File: src/rtl/vsa_mem_if.sv
// vsa_mem_if: processor-side bus of the VSA memory responder.
// Groups the instruction fetch port, the data port and the program load port.
// The master side is the processor plus loader; the slave side is vsa_mem.
interface vsa_mem_if;
  // Instruction fetch port
  logic [4:0]  PC;
  logic [11:0] instruction;
  // Data port
  logic [4:0]  ALUOutput;
  logic [4:0]  datain;
  logic [4:0]  dataout;
  logic        wr;
  // Program load port and status
  logic        ld_valid;
  logic        ld_ready;
  logic [11:0] ld_data;
  logic        ld_last;
  logic        run;
  logic        wr_err;

  modport master (
    output PC, ALUOutput, dataout, wr, ld_valid, ld_data, ld_last,
    input  instruction, datain, ld_ready, run, wr_err
  );

  modport slave (
    input  PC, ALUOutput, dataout, wr, ld_valid, ld_data, ld_last,
    output instruction, datain, ld_ready, run, wr_err
  );
endinterface

File: src/rtl/vsa_mem.sv
// vsa_mem: zero-wait-state memory responder for the 12-bit VSA processor.
// After reset it accepts a program image over a valid/ready load port (LOAD),
// then serves instruction fetches and data reads/writes (RUN) until reset.
// Optional feature: define VSA_MEM_WRCOUNT_EN to add a saturating 8-bit
// counter of accepted RUN-mode writes on output wr_count.
module vsa_mem #(
  parameter int IWORDS = 16,
  parameter int DWORDS = 32
) (
  input logic      clock,
  input logic      reset_n,
  vsa_mem_if.slave bus
`ifdef VSA_MEM_WRCOUNT_EN
  ,
  output logic [7:0] wr_count
`endif
);

  localparam int LP_W = $clog2(IWORDS);

  typedef enum logic {LOAD, RUN} stateType;

  stateType        state;
  stateType        stateNext;
  logic [LP_W-1:0] lp;
  logic [11:0]     imem [IWORDS];
  logic [4:0]      dmem [DWORDS];
  logic            wrErr;
  logic            ldReady;
  logic            runMode;
  logic            handshake;
  logic            lastWord;

  // PC advances by 2, so its low bit never selects a word.
  logic unusedPcBit;
  assign unusedPcBit = bus.PC[0];

  // Next-state decode and mode outputs.
  // NOTE: every signal gets a default before the case so no latch is inferred.
  always_comb begin
    stateNext = state;
    ldReady   = 1'b0;
    runMode   = 1'b0;
    handshake = 1'b0;
    lastWord  = 1'b0;
    case (state)
      LOAD: begin
        // Hold off the loader during reset so no word is lost at the reset edge.
        ldReady   = reset_n;
        handshake = bus.ld_valid & ldReady;
        lastWord  = handshake & (bus.ld_last | (lp == LP_W'(IWORDS - 1)));
        if (lastWord) stateNext = RUN;
      end
      RUN: runMode = 1'b1;
      default: stateNext = LOAD;
    endcase
  end

  // State register; RUN is left only through reset.
  // NOTE: sequential state uses non-blocking assignments so every register
  // samples the pre-edge value of its inputs.
  always_ff @(posedge clock) begin
    if (!reset_n) state <= LOAD;
    else          state <= stateNext;
  end

  // Load pointer; it stops on the final word instead of wrapping.
  always_ff @(posedge clock) begin
    if (!reset_n)                   lp <= '0;
    else if (handshake && !lastWord) lp <= lp + 1'b1;
  end

  // Instruction memory: written only by load handshakes.
  // NOTE: both memories are cleared by reset because unloaded words must read
  // as 0 and a reset mid-load must discard the partial image; this forces a
  // flop-based store rather than a RAM macro.
  always_ff @(posedge clock) begin
    if (!reset_n) begin
      for (int i = 0; i < IWORDS; i++) imem[i] <= '0;
    end else if (handshake) begin
      imem[lp] <= bus.ld_data;
    end
  end

  // Data memory: written at the edge where wr is sampled, only in RUN.
  always_ff @(posedge clock) begin
    if (!reset_n) begin
      for (int i = 0; i < DWORDS; i++) dmem[i] <= '0;
    end else if (runMode && bus.wr) begin
      dmem[bus.ALUOutput] <= bus.dataout;
    end
  end

  // Sticky flag for writes attempted before the image is loaded.
  always_ff @(posedge clock) begin
    if (!reset_n)                     wrErr <= 1'b0;
    else if (state == LOAD && bus.wr) wrErr <= 1'b1;
  end

`ifdef VSA_MEM_WRCOUNT_EN
  // Saturating count of accepted RUN writes; dropped LOAD writes are ignored.
  always_ff @(posedge clock) begin
    if (!reset_n)                                  wr_count <= '0;
    else if (runMode && bus.wr && wr_count != 8'hFF) wr_count <= wr_count + 8'd1;
  end
`endif

  // Zero-latency reads; LOAD returns 12'h000 (LW into R0) so a free-running
  // processor steps through PC without side effects.
  assign bus.instruction = runMode ? imem[bus.PC[4:1]] : 12'h000;
  assign bus.datain      = runMode ? dmem[bus.ALUOutput] : 5'd0;
  assign bus.ld_ready    = ldReady;
  assign bus.run         = runMode;
  assign bus.wr_err      = wrErr;

endmodule

File: src/flat_wrapper.sv
// flat-port wrapper written by rule: the top's interface ports become plain ports
module vsa_mem_flat 
#(
  parameter int IWORDS = 16,
  parameter int DWORDS = 32
)
  (clock, reset_n, bus_PC, bus_ALUOutput, bus_dataout, bus_wr, bus_ld_valid, bus_ld_data, bus_ld_last, bus_instruction, bus_datain, bus_ld_ready, bus_run, bus_wr_err);
  vsa_mem_if bus_i ();
  input logic clock;
  input logic reset_n;
  input wire logic [$bits(bus_i.PC)-1:0] bus_PC;
  input wire logic [$bits(bus_i.ALUOutput)-1:0] bus_ALUOutput;
  input wire logic [$bits(bus_i.dataout)-1:0] bus_dataout;
  input wire logic [$bits(bus_i.wr)-1:0] bus_wr;
  input wire logic [$bits(bus_i.ld_valid)-1:0] bus_ld_valid;
  input wire logic [$bits(bus_i.ld_data)-1:0] bus_ld_data;
  input wire logic [$bits(bus_i.ld_last)-1:0] bus_ld_last;
  output wire logic [$bits(bus_i.instruction)-1:0] bus_instruction;
  output wire logic [$bits(bus_i.datain)-1:0] bus_datain;
  output wire logic [$bits(bus_i.ld_ready)-1:0] bus_ld_ready;
  output wire logic [$bits(bus_i.run)-1:0] bus_run;
  output wire logic [$bits(bus_i.wr_err)-1:0] bus_wr_err;
  assign bus_i.PC = bus_PC;
  assign bus_i.ALUOutput = bus_ALUOutput;
  assign bus_i.dataout = bus_dataout;
  assign bus_i.wr = bus_wr;
  assign bus_i.ld_valid = bus_ld_valid;
  assign bus_i.ld_data = bus_ld_data;
  assign bus_i.ld_last = bus_ld_last;
  assign bus_instruction = bus_i.instruction;
  assign bus_datain = bus_i.datain;
  assign bus_ld_ready = bus_i.ld_ready;
  assign bus_run = bus_i.run;
  assign bus_wr_err = bus_i.wr_err;
  vsa_mem #(.IWORDS(IWORDS), .DWORDS(DWORDS)) u_core (.clock(clock), .reset_n(reset_n), .bus(bus_i));
endmodule
File: config.mk
export PLATFORM = sky130hd
export DESIGN_NAME = vsa_mem_flat
export DESIGN_NICKNAME = d
export VERILOG_FILES = /design/src/rtl/vsa_mem_if.sv /design/src/rtl/vsa_mem.sv /design/src/flat_wrapper.sv
export SDC_FILE = /design/constraint.sdc
export NUM_CORES = 1
export LEC_CHECK = 0
export ABC_AREA = 1
export CAP_MARGIN = 15
export CELL_PAD_IN_SITES_DETAIL_PLACEMENT = 1
export CELL_PAD_IN_SITES_GLOBAL_PLACEMENT = 2
export CORE_MARGIN = 3
export CORE_UTILIZATION = 41
export CTS_BUF_LIST = sky130_fd_sc_hd__clkbuf_2 sky130_fd_sc_hd__clkbuf_4 sky130_fd_sc_hd__clkbuf_8
export DETAILED_ROUTE_END_ITERATION = 10
export MAX_ROUTING_LAYER = met4
export PLACE_DENSITY_LB_ADDON = 0.1
export SLEW_MARGIN = 20
export SYNTH_ARGS = -nofsm -noshare
export SYNTH_HDL_FRONTEND = slang
export SYNTH_SLANG_ARGS = --single-unit
File: constraint.sdc
create_clock -name clock -period 2.6 [get_ports clock]
set_clock_uncertainty 0.15 [all_clocks]
set_input_delay 0.52 -clock clock [delete_from_list [all_inputs] [get_ports clock]]
set_output_delay 0.52 -clock clock [all_outputs]
set_load 0.01 [all_outputs]
Yosys cells after proc, flatten, opt, wreduce, memory -nomap -nowiden

Memories as Yosys holds them, arrays and structs flattened.
Index checks and enable logic that the tools add are counted.

Flip-flop bits (word level): 6
Bits in writable memories: 352
Output and inout bits: 20
Memories: 2

$add $sub $neg: 1
Equal/unequal tests: 1
Mux-type cells: 21
Bitwise logic cells: 4
Reductions and logical operators: 6

Memory list:

| memory      | depth | bits a word | read ports | clocked after Yosys merged registers in | wr ports | RTL line      | text |
|---|---|---|---|---|---|---|---|
| u_core.imem | 16    | 12          | 1          | 0                                       | 16       | vsa_mem.sv:26 | `logic [11:0] imem [IWORDS];` |
| u_core.dmem | 32    | 5           | 1          | 0                                       | 32       | vsa_mem.sv:27 | `logic [4:0] dmem [DWORDS];` |

Operator list:

| kind                | number |
|---|---|
| $mux 12             | 2 |
| $mux 1              | 15 |
| $mux 5              | 3 |
| $reduce_or 12->1    | 1 |
| $reduce_or 5->1     | 1 |
| $add 4x1->4 const B | 1 |
| $eq 4x4->1 const B  | 1 |
| $mux 4              | 1 |
| $logic_and 1x1->1   | 3 |
| $and 1x1->1         | 2 |
| $logic_not 1->1     | 1 |
| $not 1->1           | 1 |
| $or 1x1->1          | 1 |

Logic depth before layout (Yosys ltp)

Gate-level depths: netlist (run 1).

Word-level depth: 7
Gate-level depth with buffers: 10
Mapped depth without buffers: 9

Worst setup path after synthesis (run 1)

Ideal clock, no wire load.

Path kind: input port to output port
From: input bus_PC[2]
To: output bus_instruction[8]
Arrival time: 1.570 ns
Data required time: 1.930 ns
Slack: 0.360 ns
Cell stages on the path: 8
Path buffers: 2
Path through: buf_2 > clkinv_1 > buf_2 > nor2_1 > o21ai_0 > nand3_1 > nand3_1 > a21oi_1

Cells in the longest elaborated chain, start to end: 2

RTL lines:

| element         | RTL line           | text |
|---|---|---|
| start, declared | flat_wrapper.sv:11 | `input wire logic [$bits(bus_i.PC)-1:0] bus_PC;` |
| $mem_v2 16x12   | --                 |  |
| $mux 12         | vsa_mem.sv:110     | `assign bus.instruction = runMode ? imem[bus.PC[4:1]] : 12'h000;` |
| end, declared   | flat_wrapper.sv:18 | `output wire logic [$bits(bus_i.instruction)-1:0] bus_instruction;` |

Every way passes these cells.

Worst setup path after layout (run 1)

From: input bus_PC[1]
To: output bus_instruction[5]

Same word-level chain as after synthesis.

==> key figures, run 1 <==
Critical path
  – Worst setup SP type: input port
  – R2r endpoint: u_core.dmem[20][4]$_SDFFCE_PN0P_
  – Worst setup EP type: output pin
  – FF-to-FF setup slack: around 0.64 ns
  – R2R Path Start: u_core.state$_SDFF_PN0_
  – Crit path DAT: around 1.9 ns
  – Critical path type: input port to output pin
  – R2r worst-path depth: 7
  – Critical Path RT: 1.93 ns
  – Largest driver fanout on the critical path: 19

Final layout
  – Most common library cell in the layout ignoring fill and taps: nand2_1
  – Post-route cell area: 20,510 um^2
  – Proportion of layout cells with a drive suffix above 1: approximately 17%
  – Final-stage net count: about 2,000
  – Register Area: 10,690 um^2
  – FILL cells: roughly 4,600
  – Antenna cells: 0
  – Area Overhead vs Synth: 23.61%
  – Final Util: between 50% and 60%
  – Commonest non-fill, non-tap cells in the layout: nand2_1 (531), nor2_1 (523), edfxtp_1 (352)
  – Multi-input gate area: 5455 um^2

Die
  – Core Rows: 73
  – I/O pins: 52
  – Die area: 42,910 um^2
  – Initial core utilization: 41.66%
  – Die Y: between 200 and 250 um
  – Die W: between 200 and 250 um
  – Core ar.: 39,820 um^2

Route
  – Final wirelength: 51.53 mm
  – DRC viols: 0
  – Metal2 WL: 27.54 mm
  – DR pass1 iterations: 5
  – Routed length on met1: 20.53 mm
  – Top Metal Used: met4
  – WL/cell: between 20 and 25 um
  – Vias: 13,110
  – DR WL met3: 1.799 mm
  – Final ANT Viol Nets: 0
  – Vias per cell: roughly 5.2
  – DR iter-0 viols: 693

Synthesis
  – Ys Warns: 0
  – Sequential area share after synthesis: roughly 64%
  – Synth Net Count: 1,841
  – Cell Area, Synth: 16,590 um^2
  – Synth area leader: edfxtp_1
  – FF+latch count, synth: 358
  – Post-Syn Area per Cell: about 9.2 um^2
  – Synth top area share: 63.72%
  – Synth Instances: 1,805
  – Main area contributors after synthesis: edfxtp_1 (64%), nand2_1 (12%), nor2_1 (12%), o21ai_0 (2.7%), nand3_1 (2.2%)
  – Synth unique cells: 20

STA
  – Final Hold Viols: 0
  – Part of the cycle the worst path needs: between 90 and 100%
  – TNS Setup: 0 ns
  – Hold slack final: 0.2483 ns
  – Max Fclk: 394.1 MHz
  – Fin. max-slew vios: 0
  – Clock period minus worst slack: between 2 and 3 ns
  – Unrepaired setup endpoints after global routing: yes
  – Max_slew headroom: 60.76%
  – Finish-stage setup viols: 0
  – Slew @ Worst Pin: between 0.5 and 0.6 ns

Power
  – IR drop worst, VDD: around 0.40 mV
  – Power per cell area: roughly 640 nW/um^2
  – Lkg Pwr: 8.679 nW

Place
  – PortBufs: 50
  – Area of placed instances: 18,830 um^2
  – GPL Wtd Cong: 0.8080
  – DPL Wire Length: roughly 34 mm

Global route
  – Largest net degree at the start of global routing: 59
  – Grt ovf: 0
  – Vias in the first global route: 14,000
  – GRT Total Usage: 24.43%
  – Initial antenna violation count: 0
  – Global-route wire length before repair: 78.66 mm

Worst hold path
  – Worst Hold End: u_core.lp[3]$_SDFFE_PN0P_
  – HP Start: reset_n
  – Hold crit path type: input port to register
  – Worst Hold Depth: 3

Clock network
  – Clock Latency Late Sink: 0.61 ns
  – H-tree Lvls: 3
  – Clock-pin transition on the worst setup and hold timing paths: 0.06 ns
  – Root Driver: clkbuf_8
  – Cts bufs inserted: 66
  – Clock tree buffer depth: 3
  – Cts hold-fix bufs: 0
  – CTS tree: yes
  – Clock sinks: roughly 360

Run status
  – Outcome: complete, no violations

Flow run
  – Max Cap Viol: 0
worst max path at each step:
stage	from	endpoint	cells past startpoint
3_3_place_gp	bus_ALUOutput[2]	bus_datain[4]	9
2_1_floorplan	bus_PC[2]	bus_instruction[8]	8
4_1_cts	bus_PC[1]	bus_instruction[2]	10
3_5_place_dp	bus_ALUOutput[2]	bus_datain[0]	9
5_1_grt	u_core.imem[8][9]$_SDFFCE_PN0P_	bus_instruction[9]	7
6_report	bus_PC[1]	bus_instruction[5]	9
layer usage:
| metal | track usage, % | vias up |
|---|---|---|
| li1 | - | 6241 |
| met1 | 27.57 | 6517 |
| met4 | 8.287 | 0 |
| met5 | - | - |
| met3 | 3.892 | 98 |
| met2 | 44.12 | 252 |
sequential cells by signal, indices dropped and copies added (netlist names):
signal and count:
u_core.bus.wr_err 1, u_core.lp 4, u_core.dmem 160, u_core.imem 192, u_core.state 1
power by group:
part	internal (mW)	leakage, nW	total [mW]	switching [mW]
clock	2.93	0.669	5.28	2.36
combinational	0.450	4.32	1.29	0.842
sequential	6.53	3.69	6.60	0.0632
Yosys cell counts, drive strengths merged:
library cell / instances
a21oi: 27
buf: 30
clkbuf: 86
clkinv: 3
dfxtp: 6
edfxtp: 352
ha: 4
inv: 42
nand2: 532
nand3: 72
nor2: 532
nor3: 12
o211ai: 14
o21ai: 92
xor2: 1
final cells by class:
class	count	area share (%)
clock buffer	91	5.558
clock inverter	23	0.6711
inverter	45	0.9091
multi-input combinational	1286	26.60
sequential	358	52.13
tap	525	3.203
timing repair buffer	208	10.93
timing repair:
item,4_1_cts,5_1_grt
pin swaps,16,31
resized for setup,123,56
cloned,3,3
hold endpoints to repair,0,0
endpoints found under the setup margin,17,17
buffers inserted,0,3
cells by family after synthesis:
family                     Yosys count  synth area share (%)
and+or+nand+nor                   1148                 27.12
buffers and inverters              161                 3.862
xor gates and xnor gates             1               0.05280
adders and majority gates            4                0.3017
AOI/OAI and AO/OA                  133                 4.224
DFF                                358                 64.44
stage by stage:
step / worst slack, ns / std cells / total power, mW
2_1_floorplan: 0.3602 / 1805 / 7.306
3_3_place_gp: -0.6030 / 2414 / 7.909
3_5_place_dp: -0.5696 / 2414 / 7.933
6_report: 0.06256 / 2536 / 13.17
4_1_cts: -0.04222 / 2531 / 13.29
5_1_grt: -0.02467 / 2536 / 13.68
critical path: stages:
cell             delay [ns]
buf_8                  0.15
inv_4                  0.08
buf_12                 0.16
buf_4                  0.15
o21ai_1                0.19
nand3_2                0.15
nand3_1                0.14
a21oi_2                0.07
clkdlybuf4s15_2        0.24
No activity file was read; power rests on OpenSTA's default activity.
==> inputs of run 2 (changes only) <==
--- a/config.mk
+++ b/config.mk
@@ -15,6 +15,7 @@
 export DETAILED_ROUTE_END_ITERATION = 10
 export MAX_ROUTING_LAYER = met4
 export PLACE_DENSITY_LB_ADDON = 0.1
+export SKIP_CTS_REPAIR_TIMING = 1
 export SLEW_MARGIN = 20
 export SYNTH_ARGS = -nofsm -noshare
 export SYNTH_HDL_FRONTEND = slang
==> constraint.sdc (replaced) <==
create_clock -name clock -period 2.6 [get_ports clock]
set_clock_uncertainty 0.15 [all_clocks]
set_input_delay 0.52 -clock clock [delete_from_list [all_inputs] [get_ports clock]]
set_output_delay 0.52 -clock clock [all_outputs]
set_load 0.05 [all_outputs]
==> key figures, run 2 (same netlist as run 1, synthesis figures left out) <==
Final layout
  – Most common library cell in the layout ignoring fill and taps: nand2_1
  – Register Area: 10,690 um^2 (about the same)
  – Multi-input gate area: 5515 um^2 (+1.1%)
  – Max reg flops: 192 (unchanged)
  – Area Overhead vs Synth: 25.91%
  – Commonest non-fill, non-tap cells in the layout: nand2_1 (521), nor2_1 (518), edfxtp_1 (352)
  – Largest Register: u_core.imem
  – Final-stage net count: 2,011 (+0.50%)
  – Post-route cell area: 20,890 um^2 (+1.9%)
  – Top Registers: u_core.imem: 192 flops, u_core.dmem: 160 flops, u_core.lp: 4 flops
  – Proportion of layout cells with a drive suffix above 1: 18.81% (+1.5 points)
  – FILL cells: 4,458 (-2.6%)

Critical path
  – Worst setup EP type: output pin
  – R2r endpoint: u_core.dmem[21][3]$_SDFFCE_PN0P_
  – CP most frequent cell: nor2_1
  – CP startpoint: u_core.imem[2][2]$_SDFFCE_PN0P_
  – FF-to-FF setup slack: 0.74 ns (+0.10 ns)
  – Worst-path cell chain: nor2_1 > nor2_1 > o21ai_1 > nand3_2 > nand3_1 > a21oi_2 > buf_4 > buf_12
  – CP delay by family, top: simple AND/OR/NAND/NOR gates
  – Largest driver fanout on the critical path: 1 (-18)
  – R2r worst-path depth: 6 (-1)
  – Critical Path RT: 1.93 ns (about the same)
  – Crit path buf inv count: 2 (-3)
  – Stages on worst setup path: 8 (-1)
  – Crit path DAT: 1.99 ns (+0.12 ns)
  – Worst setup SP type: register
  – Crit-path slowest cell: edfxtp_1
  – Critical path type: register to output pin
  – CP max stage delay: 0.39 ns (+0.15 ns)
  – CP endpoint: bus_instruction[2]
  – R2R Path Start: u_core.state$_SDFF_PN0_

Power
  – Lkg Pwr: 8.855 nW (+2.0%)
  – Switching pwr: 3.291 mW (+0.90%)
  – Sw Ratio: 24.98% (+0.23 points)
  – Clk pwr share: 39.0% (-1.1 points)
  – Total Power: 13.17 mW (about the same)
  – Power per cell area: 630.5 nW/um^2 (-1.8%)
  – IR drop worst, VDD: 0.3482 mV (-13%)
  – Combinational Power Share: 10.9% (+1.1 points)
  – Power Internal: 9.880 mW (-0.31%)
  – Reg power frac: 50.1% (about the same)

Place
  – DPL Wire Length: 34.05 mm (+1.2%)
  – Area of placed instances: 19,120 um^2 (+1.5%)
  – PortBufs: 50 (unchanged)
  – Pre-CTS WS: -0.2353 ns (+0.3343 ns)
  – GPL Wtd Cong: 0.8425 (+4.3%)

Clock network
  – CTS tree: yes
  – Clock sinks: 358 (unchanged)
  – Clock Latency Late Sink: 0.66 ns (+0.05 ns)
  – H-tree Lvls: 2 (-1)
  – Clock-pin transition on the worst setup and hold timing paths: 0.06 ns (about the same)
  – Clock tree buffer depth: 3 (unchanged)
  – Cts bufs inserted: 61 (-7.6%)
  – Root Driver: clkbuf_8

Die
  – Die Y: 207.2 um (unchanged)
  – Die W: 207.2 um (unchanged)
  – I/O pins: 52 (unchanged)
  – Core ar.: 39,820 um^2 (unchanged)
  – Die area: 42,910 um^2 (unchanged)
  – Core Rows: 73 (unchanged)
  – Initial core utilization: 41.66% (unchanged)

STA
  – Hold slack final: 0.1741 ns (-0.07418 ns)
  – Final Hold Viols: 0 (unchanged)
  – Setup ws final: -0.05989 ns (-0.1224 ns)
  – TNS Setup: -0.1539 ns (-0.1539 ns)
  – Max Fclk: 376.0 MHz (-4.6%)
  – Finish-stage setup viols: 6 (+6)
  – Unrepaired setup endpoints after global routing: yes
  – Fin. max-slew vios: 0 (unchanged)
  – Clock period minus worst slack: 2.660 ns (+0.1224 ns)
  – Slew @ Worst Pin: 0.5271 ns (-0.05933 ns)
  – Part of the cycle the worst path needs: 102.3% (+4.7 points)
  – Max_slew headroom: 64.80% (+4.0 points)

Global route
  – Largest net degree at the start of global routing: 46 (-22%)
  – Initial antenna violation count: 1 (+1)
  – Vias in the first global route: 13,770 (-1.6%)
  – Grt ovf: 0 (unchanged)
  – GRT Total Usage: 23.92% (-0.51 points)
  – Global-route wire length before repair: 77.25 mm (-1.8%)

Route
  – DRC viols: 0 (unchanged)
  – Final ANT Viol Nets: 0 (unchanged)
  – Vias: 13,060 (-0.40%)
  – WL/cell: 20.15 um (-0.83%)
  – DR iter-0 viols: 632 (-8.8%)
  – DR pass1 iterations: 4 (-1)
  – Final wirelength: 51.40 mm (-0.25%)
  – Vias per cell: 5.118 (-0.98%)

Flow run
  – Max Cap Viol: 0 (unchanged)

Run status
  – Violated checks: negative setup slack
  – Outcome: finished with violations

Worst hold path
  – Hold crit path type: input port to register
run 2: per-stage QoR:
stage	cells	util [%]
floorplan	1805	-
global placement	2427	48.00
detailed placement	2427	48.00
CTS	2540	51.11
global route	2551	52.45
finish	2551	52.45
run 2: worst register-to-register path, stage by stage (launching register included):
cell and delay, ns:
dfxtp_2 0.39, nand3_1 0.09, buf_4 0.18, nor3_4 0.15, buf_4 0.21, nand2_1 0.16, nand2_1 0.22
run 2: cell type report:
class                   count  area share (%)
clock inverters            26          0.7847
multi-input cells        1286           26.40
clock buffers              87           5.133
inverters                  45          0.9104
well taps                 525           3.145
diodes                      1         0.01198
flip-flops and latches    358           51.18
repair buffers            223           12.43
run 2: power groups by stage:
stage          clock, mW  combinational, mW  sequential [mW]
3_5_place_dp           0               1.34             6.72
6_report            5.14               1.43             6.60
2_1_floorplan          0              0.672             6.70
3_3_place_gp           0               1.31             6.70
5_1_grt             5.55               1.55             6.61
4_1_cts             5.28               1.34             6.60
run 2: worst min-delay path by stage:
stage,start,end,cells past startpoint
2_1_floorplan,u_core.lp[3]$_SDFFE_PN0P_,u_core.lp[3]$_SDFFE_PN0P_,2
3_3_place_gp,u_core.lp[3]$_SDFFE_PN0P_,u_core.lp[3]$_SDFFE_PN0P_,2
3_5_place_dp,u_core.lp[3]$_SDFFE_PN0P_,u_core.lp[3]$_SDFFE_PN0P_,2
4_1_cts,reset_n,u_core.lp[3]$_SDFFE_PN0P_,3
5_1_grt,reset_n,u_core.lp[3]$_SDFFE_PN0P_,3
6_report,reset_n,u_core.lp[3]$_SDFFE_PN0P_,3
run 2: per-layer routing:
metal / wire length (um) / track usage [%] / up-vias
li1: - / - / 6260
met5: 0 / - / -
met3: 1968 / 3.953 / 79
met2: 27150 / 42.58 / 238
met1: 20830 / 27.74 / 6479
met4: 1448 / 7.444 / 0
